File: src/rtl/cache_port_arbiter.sv
// cache_port_arbiter: two read ports sharing one cache controller.
// Round-robin on contention, per-transaction wait timeout, registered data.
module cache_port_arbiter #(
    parameter logic [15:0] WAIT_LIMIT = 16'd1023
) (
    input  logic        clk,
    input  logic        reset,
    input  logic [31:0] p0_addr,
    input  logic        p0_re,
    output logic [31:0] p0_data,
    output logic        p0_end,
    output logic        p0_err,
    input  logic [31:0] p1_addr,
    input  logic        p1_re,
    output logic [31:0] p1_data,
    output logic        p1_end,
    output logic        p1_err,
    output logic [31:0] ctrl_addr,
    output logic        ctrl_re,
    input  logic [31:0] ctrl_data_read,
    input  logic        ctrl_read_end,
    output logic [1:0]  grant,
    output logic        busy
);

    typedef enum logic [1:0] {
        IDLE,
        ISSUE,
        WAIT,
        RESP
    } state_t;

    state_t      state;
    state_t      state_nxt;
    logic        owner;
    logic        owner_nxt;
    logic        last_served;
    logic [31:0] addr_q;
    logic [15:0] wait_cnt;
    logic [16:0] wait_inc;
    logic        err_q;
    logic        timeout;
    logic        resp;

    assign wait_inc = {1'b0, wait_cnt} + 17'd1;
    assign timeout  = wait_inc >= {1'b0, WAIT_LIMIT};

    // State and owner registers; reset aborts any transaction at once
    always_ff @(posedge clk or negedge reset) begin
        if (!reset) begin
            state <= IDLE;
            owner <= 1'b0;
        end else begin
            state <= state_nxt;
            owner <= owner_nxt;
        end
    end

    // Next state and owner selection (round-robin against last_served)
    always_comb begin
        state_nxt = state;
        owner_nxt = owner;
        unique case (state)
            IDLE: begin
                if (p0_re || p1_re) begin
                    state_nxt = ISSUE;
                    if (p0_re && p1_re) owner_nxt = ~last_served;
                    else                owner_nxt = p1_re;
                end
            end
            ISSUE: state_nxt = WAIT;
            WAIT: begin
                if (ctrl_read_end || timeout) state_nxt = RESP;
            end
            RESP:    state_nxt = IDLE;
            default: state_nxt = IDLE;
        endcase
    end

    // Address latch, wait counter, error flag, fairness pointer
    always_ff @(posedge clk or negedge reset) begin
        if (!reset) begin
            addr_q      <= 32'd0;
            wait_cnt    <= 16'd0;
            err_q       <= 1'b0;
            last_served <= 1'b1;
        end else begin
            if (state == IDLE && state_nxt == ISSUE)
                addr_q <= owner_nxt ? p1_addr : p0_addr;
            if (state == ISSUE) begin
                wait_cnt <= 16'd0;
                err_q    <= 1'b0;
            end
            if (state == WAIT && !ctrl_read_end) begin
                if (wait_cnt != 16'hFFFF) wait_cnt <= wait_inc[15:0];
                if (timeout)              err_q    <= 1'b1;
            end
            if (state == RESP) last_served <= owner;
        end
    end

    // Per-port data registers; only a real completion updates the owner
    always_ff @(posedge clk or negedge reset) begin
        if (!reset) begin
            p0_data <= 32'd0;
            p1_data <= 32'd0;
        end else if (state == WAIT && ctrl_read_end) begin
            if (owner) p1_data <= ctrl_data_read;
            else       p0_data <= ctrl_data_read;
        end
    end

    // Outputs decoded from registered state only
    always_comb begin
        busy      = state != IDLE;
        ctrl_re   = (state == ISSUE) || (state == WAIT);
        ctrl_addr = busy ? addr_q : 32'd0;
        grant     = busy ? (owner ? 2'b10 : 2'b01) : 2'b00;
        resp      = state == RESP;
        p0_end    = resp && !owner;
        p1_end    = resp && owner;
        p0_err    = p0_end && err_q;
        p1_err    = p1_end && err_q;
    end

endmodule

File: config.mk
export PLATFORM = sky130hd
export DESIGN_NAME = cache_port_arbiter
export DESIGN_NICKNAME = d
export VERILOG_FILES = /design/src/rtl/cache_port_arbiter.sv
export SDC_FILE = /design/constraint.sdc
export NUM_CORES = 1
export LEC_CHECK = 0
export ABC_AREA = 1
export ABC_CLOCK_PERIOD_IN_PS = 2370
export CAP_MARGIN = 10
export CORE_ASPECT_RATIO = 1.1
export CORE_MARGIN = 5
export CORE_UTILIZATION = 44
export CTS_CLUSTER_SIZE = 28
export DETAILED_ROUTE_END_ITERATION = 8
export PLACE_DENSITY = 0.8
export SYNTH_ARGS = -nofsm -noshare
export SYNTH_HDL_FRONTEND = slang
export SYNTH_SLANG_ARGS = --single-unit
File: constraint.sdc
create_clock -name clk -period 2.37 [get_ports clk]
set_input_delay 0.237 -clock clk [delete_from_list [all_inputs] [get_ports clk]]
set_output_delay 0.237 -clock clk [all_outputs]
set_load 0.01 [all_outputs]
# Yosys cells after proc, flatten, opt, wreduce, memory -nomap -nowiden
# Index checks and enable logic that the tools add are counted.
# W data, S select, Z words.
# totals
reg_bits	117
wordCells	50
output_inout_bits	104
input_bits	101
# classes
n_bitwise	2
n_eq_ne	5
mux	16
add_sub_neg	1
n_reduce_logical	17
n_lt_le_gt_ge	1
# ops
operator	count
$mux W32	2
$mux W16	3
$add A16 B1 Y17 const B	1
$ge A17 B10 Y1 const B	1
$ne A16 B16 Y1 const B	1
$logic_and A1 B1 Y1	8
$mux W2	4
$pmux W2 S4	1
$mux W1	6
$eq A2 B1 Y1 const B	2
$eq A2 B2 Y1 const B	2
$reduce_and A2 Y1	2
$logic_or A1 B1 Y1	3
$logic_not A1 Y1	2
$logic_not A2 Y1	1
$not A1 Y1	2
$reduce_bool A2 Y1	1

# Longest topological paths before layout
# logic_depth
word_depth	7
depth_mapped	12

# Worst setup path after synthesis
# Ideal clock, no wire load.
# synth_path
kind	register to register
start	reg state[0]
end	reg addr_q[23]
path_slack_ps	730
t_arrival_ps	1557
setup_time_ps	83
stages_incl_launch_ff	9
path_buffers	2
t_required_ps	2287
cell_sequence	dfrtp_1 > inv_1 > ha_1 > buf_2 > o31ai_1 > nor2_4 > clkbuf_1 > o21ai_0 > o22ai_1
# synth_between
elab_chain_len	4
elab_cells_between_ends	11
cone_classes	eq/ne: 4; mux: 5; reduce/logical: 2
# synth_rtl
element	line	text
from (decl)	33	state_t state;
from (signal assigned)	54	state <= state_nxt;
$eq A2 B2 Y1, or another cell as far along	63	unique case (state)
$pmux W2 S4	63	
$eq A2 B1 Y1	88	if (state == IDLE && state_nxt == ISSUE)
$logic_and A1 B1 Y1	88	
to (signal assigned)	89	addr_q <= owner_nxt ? p1_addr : p0_addr;
to (decl)	38	logic [31:0] addr_q;
# Several ways; a longest one is shown, not always the timed one.
# A chain may end at the register's enable or synchronous reset.

# Final worst setup path
# layout_path
start	reg state[1]
end	out ctrl_addr[3]
# layout_between
elab_chain_len	2
# layout_rtl
element	line	text
$reduce_bool A2 Y1	115	busy = state != IDLE;
$mux W32	117	ctrl_addr = busy ? addr_q : 32'd0;
to (decl)	18	output logic [31:0] ctrl_addr,
# No other way between the ends.

==> summary.md <==
| Metric | Value |
|---|---|
| Root buffer cell | clkbuf_16 |
| Cell chain of the critical path | inv_1 -> ha_2 -> buf_8 -> nor2_1 -> clkdlybuf4s50_1 |
| Post-Synthesis Cells | 631 |
| Worst-Margin Slew | 0.773 ns |
| Fin. Hold Viols | 0 |
| First-pass GRT wire length | 26100 µm |
| Setup crit end kind | output pin |
| Seq pwr share | 0.303 |
| CTS H-Tree Depth | 4 |
| Row count | 42 |
| Overall routing resource usage | 0.224 |
| Post-synth top area share | 0.540 |
| Crit start category | flip-flop |
| Mean post-synth cell area | 8.51 µm² |
| Worst hold path class | in2reg |
| CTS tree | built |
| Ys flop type | dfrtp_1 |
| Initial antenna violation count | 1 |
| Part of the power in the clock network | 0.223 |
| Post-Route Hold Slack | 0.405 ns |
| Critical Path Slowest Stage Cell | clkdlybuf4s50_1 |
| Lkg Pwr | 3.68 nW |
| Largest stage delay, worst path | 0.56 ns |
| #FFs+latches synth | 117 |
| P_int | 6.96 mW |
| Post-synthesis cell area | 5370 µm² |
| Vias in the first global route | 5398 |
| DR pass1 iterations | 5 |
| Drc violations | 0 |
| Die W | 115 µm |
| Asr flop ratio synth | 1.00 |
| Yosys top cell by area | dfrtp_1 |
| Final Max Tran Viols | 0 |
| Total CTS buffers | 17 |
| Switching Share | 0.377 |
| Comb pwr share | 0.474 |
| Status | finished, final reports clean |
| Critical path arrival | 2.04 ns |
| Clk buf depth | 2 |
| Syn Nets | 738 |
| Area contributors post-synth | dfrtp_1 (54%), o21ai_0 (8.8%), nand2_1 (7.7%) |
| Relative max-transition margin | 0.484 |
| Post-synth EDFFs | 0 |
| Layout cell share with drive strength beyond 1 | 0.0911 |
| # setup viols final | 0 |
| Clock Skews | 0.0110 ns |
| Detailed Route WL | 16100 µm |
| Max FO, Critical Path | 35 |
| Peak supply drop | 0.925 mV |
| Yosys cell types | 30 |
| Ant. Diodes | 0 |
| Worst-path clk slew | 0.06 ns |
| DR vias | 5139 |
| Dpl hpwl | 11300 µm |
| Max Fclk | 440 MHz |
| Initial Utilization | 0.448 |
| FILL cells | 931 |
| Core Footprint | 12000 µm² |
| Avg WL per Cell | 16.1 µm |
| Die area | 14500 µm² |
| DRC marker count from the first detailed-route iteration | 288 |
| RSZ-0062 raised after global routing | false |
| CP required | 2.13 ns |
| Final period utilization | 0.960 |
| Crit path time final | 2.28 ns |
| Yosys Warn Count | 0 |
| Sequential cell area fraction in the yosys report | 0.545 |
| Routed Antenna Nets | 0 |
| Die Y | 126 µm |
| Largest net degree at the start of global routing | 65 |
| Max-Cap Viols | 0 |
| Total power | 11.2 mW |
| Num ports | 205 |
| Global route overflow | 0 |
| Placer Congestion | 0.912 |
| Final Net Count | 940 |
| Pwr Density | 1370 nW/µm² |
| Switching pwr | 4.22 mW |
| Port Buffers | 204 |
| Via/cell ratio | 5.14 |
| Layout area overhead | 52.2% |
| Worst-Skew Late Latency | 0.41 ns |
| WS Path Type | reg2out |
| CTS sink count | 117 |
-- metal layers --
layer,routed length (µm),global-route usage,vias to the layer above
li1,-,-,2431
met1,5980,0.246,2443
met2,8430,0.397,212
met4,636,0.106,2
met5,13,0,-
met3,1000,0.0595,51
-- metrics by stage --
step,TNS (ns),area (µm²),cells,setup WS (ns),utilization
detailed placement,-0.0483,7560,965,-0.0285,0.631
global placement,0,7560,965,0.226,0.631
floorplan,0,5370,631,0.730,-
CTS,0,8170,999,0.0237,0.682
global route,0,8180,999,0.0149,0.683
finish,0,8180,999,0.0949,0.683
-- power groups by stage --
stage	registers, mW	clock network (mW)	logic, mW
final	3.38	2.50	5.29
after global routing	3.49	2.62	5.76
after CTS	3.39	2.53	5.31
after detailed placement	3.41	0	5.17
after global placement	3.37	0	5.01
after floorplan	3.55	0	2.41
-- cell families (layout without fill, tap and decap cells) --
family	count (synthesis)	in the layout	share of synthesized area
and+or+nand+nor	230	231	0.182
xor gates and xnor gates	5	5	0.00815
AOI/OAI and AO/OA	151	151	0.163
adders and majority gates	6	6	0.0140
buffers and inverters	122	335	0.0878
DFF	117	117	0.545
-- path summary, 6_finish.rpt --
path | startpoint | endpoint | slack [ns] | cells after the start
max | state[1] | ctrl_addr[3] | 0.09 | 5
min | ctrl_data_read[29] | p0_data[29] | 0.40 | 3
max reg2reg | state[1] | addr_q[17] | 0.34 | 6
min reg2reg | last_served | last_served | 0.47 | 2
max in group asynchronous | reset | last_served | 1.18 | 3
min in group asynchronous | reset | p0_data[13] | 0.43 | 2
-- state kept, by name, indices dropped and copies added, names as in the netlist --
name         cells
addr_q          32
err_q            1
last_served      1
owner            1
p0_data         32
p1_data         32
state            2
wait_cnt        16
-- critical path: cells and delay by family, from the launching register on --
family | cells | cell delay (ns)
adder cells (fa/ha/maj) | 1 | 0.22
flip-flops | 1 | 0.38
AND/OR/NAND/NOR | 1 | 0.18
buffers and inverters | 3 | 0.85
-- synthesized netlist by cell type (all sizes together), types with 2 or more instances --
cell,number
dfrtp,116
nor2,97
buf,9
xor2,5
inv,92
clkbuf,21
o21ai,105
nand2,112
nand4,4
a22o,2
ha,6
nor3,2
nand3,14
a21oi,2
o22ai,39
-- layout by cell type (no fill, tap or decap) --
master / count
clkinv_4: 3
nor2_2: 4
buf_12: 2
nor2_4: 8
or2_0: 1
dlygate4sd3_1: 1
bufinv_16: 2
dfrtp_1: 116
o211ai_1: 1
buf_8: 1
nand2_1: 110
ha_1: 5
ha_2: 1
nor3_1: 2
a21oi_1: 2
o21ai_0: 95
nand3_4: 1
buf_4: 5
clkinv_2: 2
o31ai_1: 1
o22ai_1: 32
clkinvlp_4: 4
xor2_1: 5
o21ai_2: 4
nand3_2: 2
a22o_2: 2
clkbuf_16: 17
o21ai_1: 6
nand3_1: 11
nand2_2: 2
dfstp_2: 1
inv_1: 86
inv_2: 6
nand4_1: 4
o21bai_1: 1
inv_6: 3
o22ai_2: 7
nor2_1: 86
clkdlybuf4s50_1: 203
-- cell type report --
| class | count | area [µm²] | share of cell area |
|---|---|---|---|
| Clock buffer | 17 | 425 | 0.0520 |
| Clock inverter | 14 | 153 | 0.0187 |
| Inverter | 92 | 345 | 0.0422 |
| Multi-Input combinational cell | 393 | 2000 | 0.244 |
| Tap cell | 154 | 193 | 0.0236 |
| Timing Repair Buffer | 212 | 2130 | 0.261 |
| Sequential cell | 117 | 2930 | 0.358 |
-- what timing repair did --
action | in CTS | in global routing
hold endpoints to repair | 47 | 0
setup endpoints to repair | 44 | 35
pin swaps | 1 | 0
cloned | 1 | 0
hold buffers | 1 | 0
buffers inserted | 1 | 0
resized for setup | 2 | 2
No activity file was read; power rests on OpenSTA's default activity.
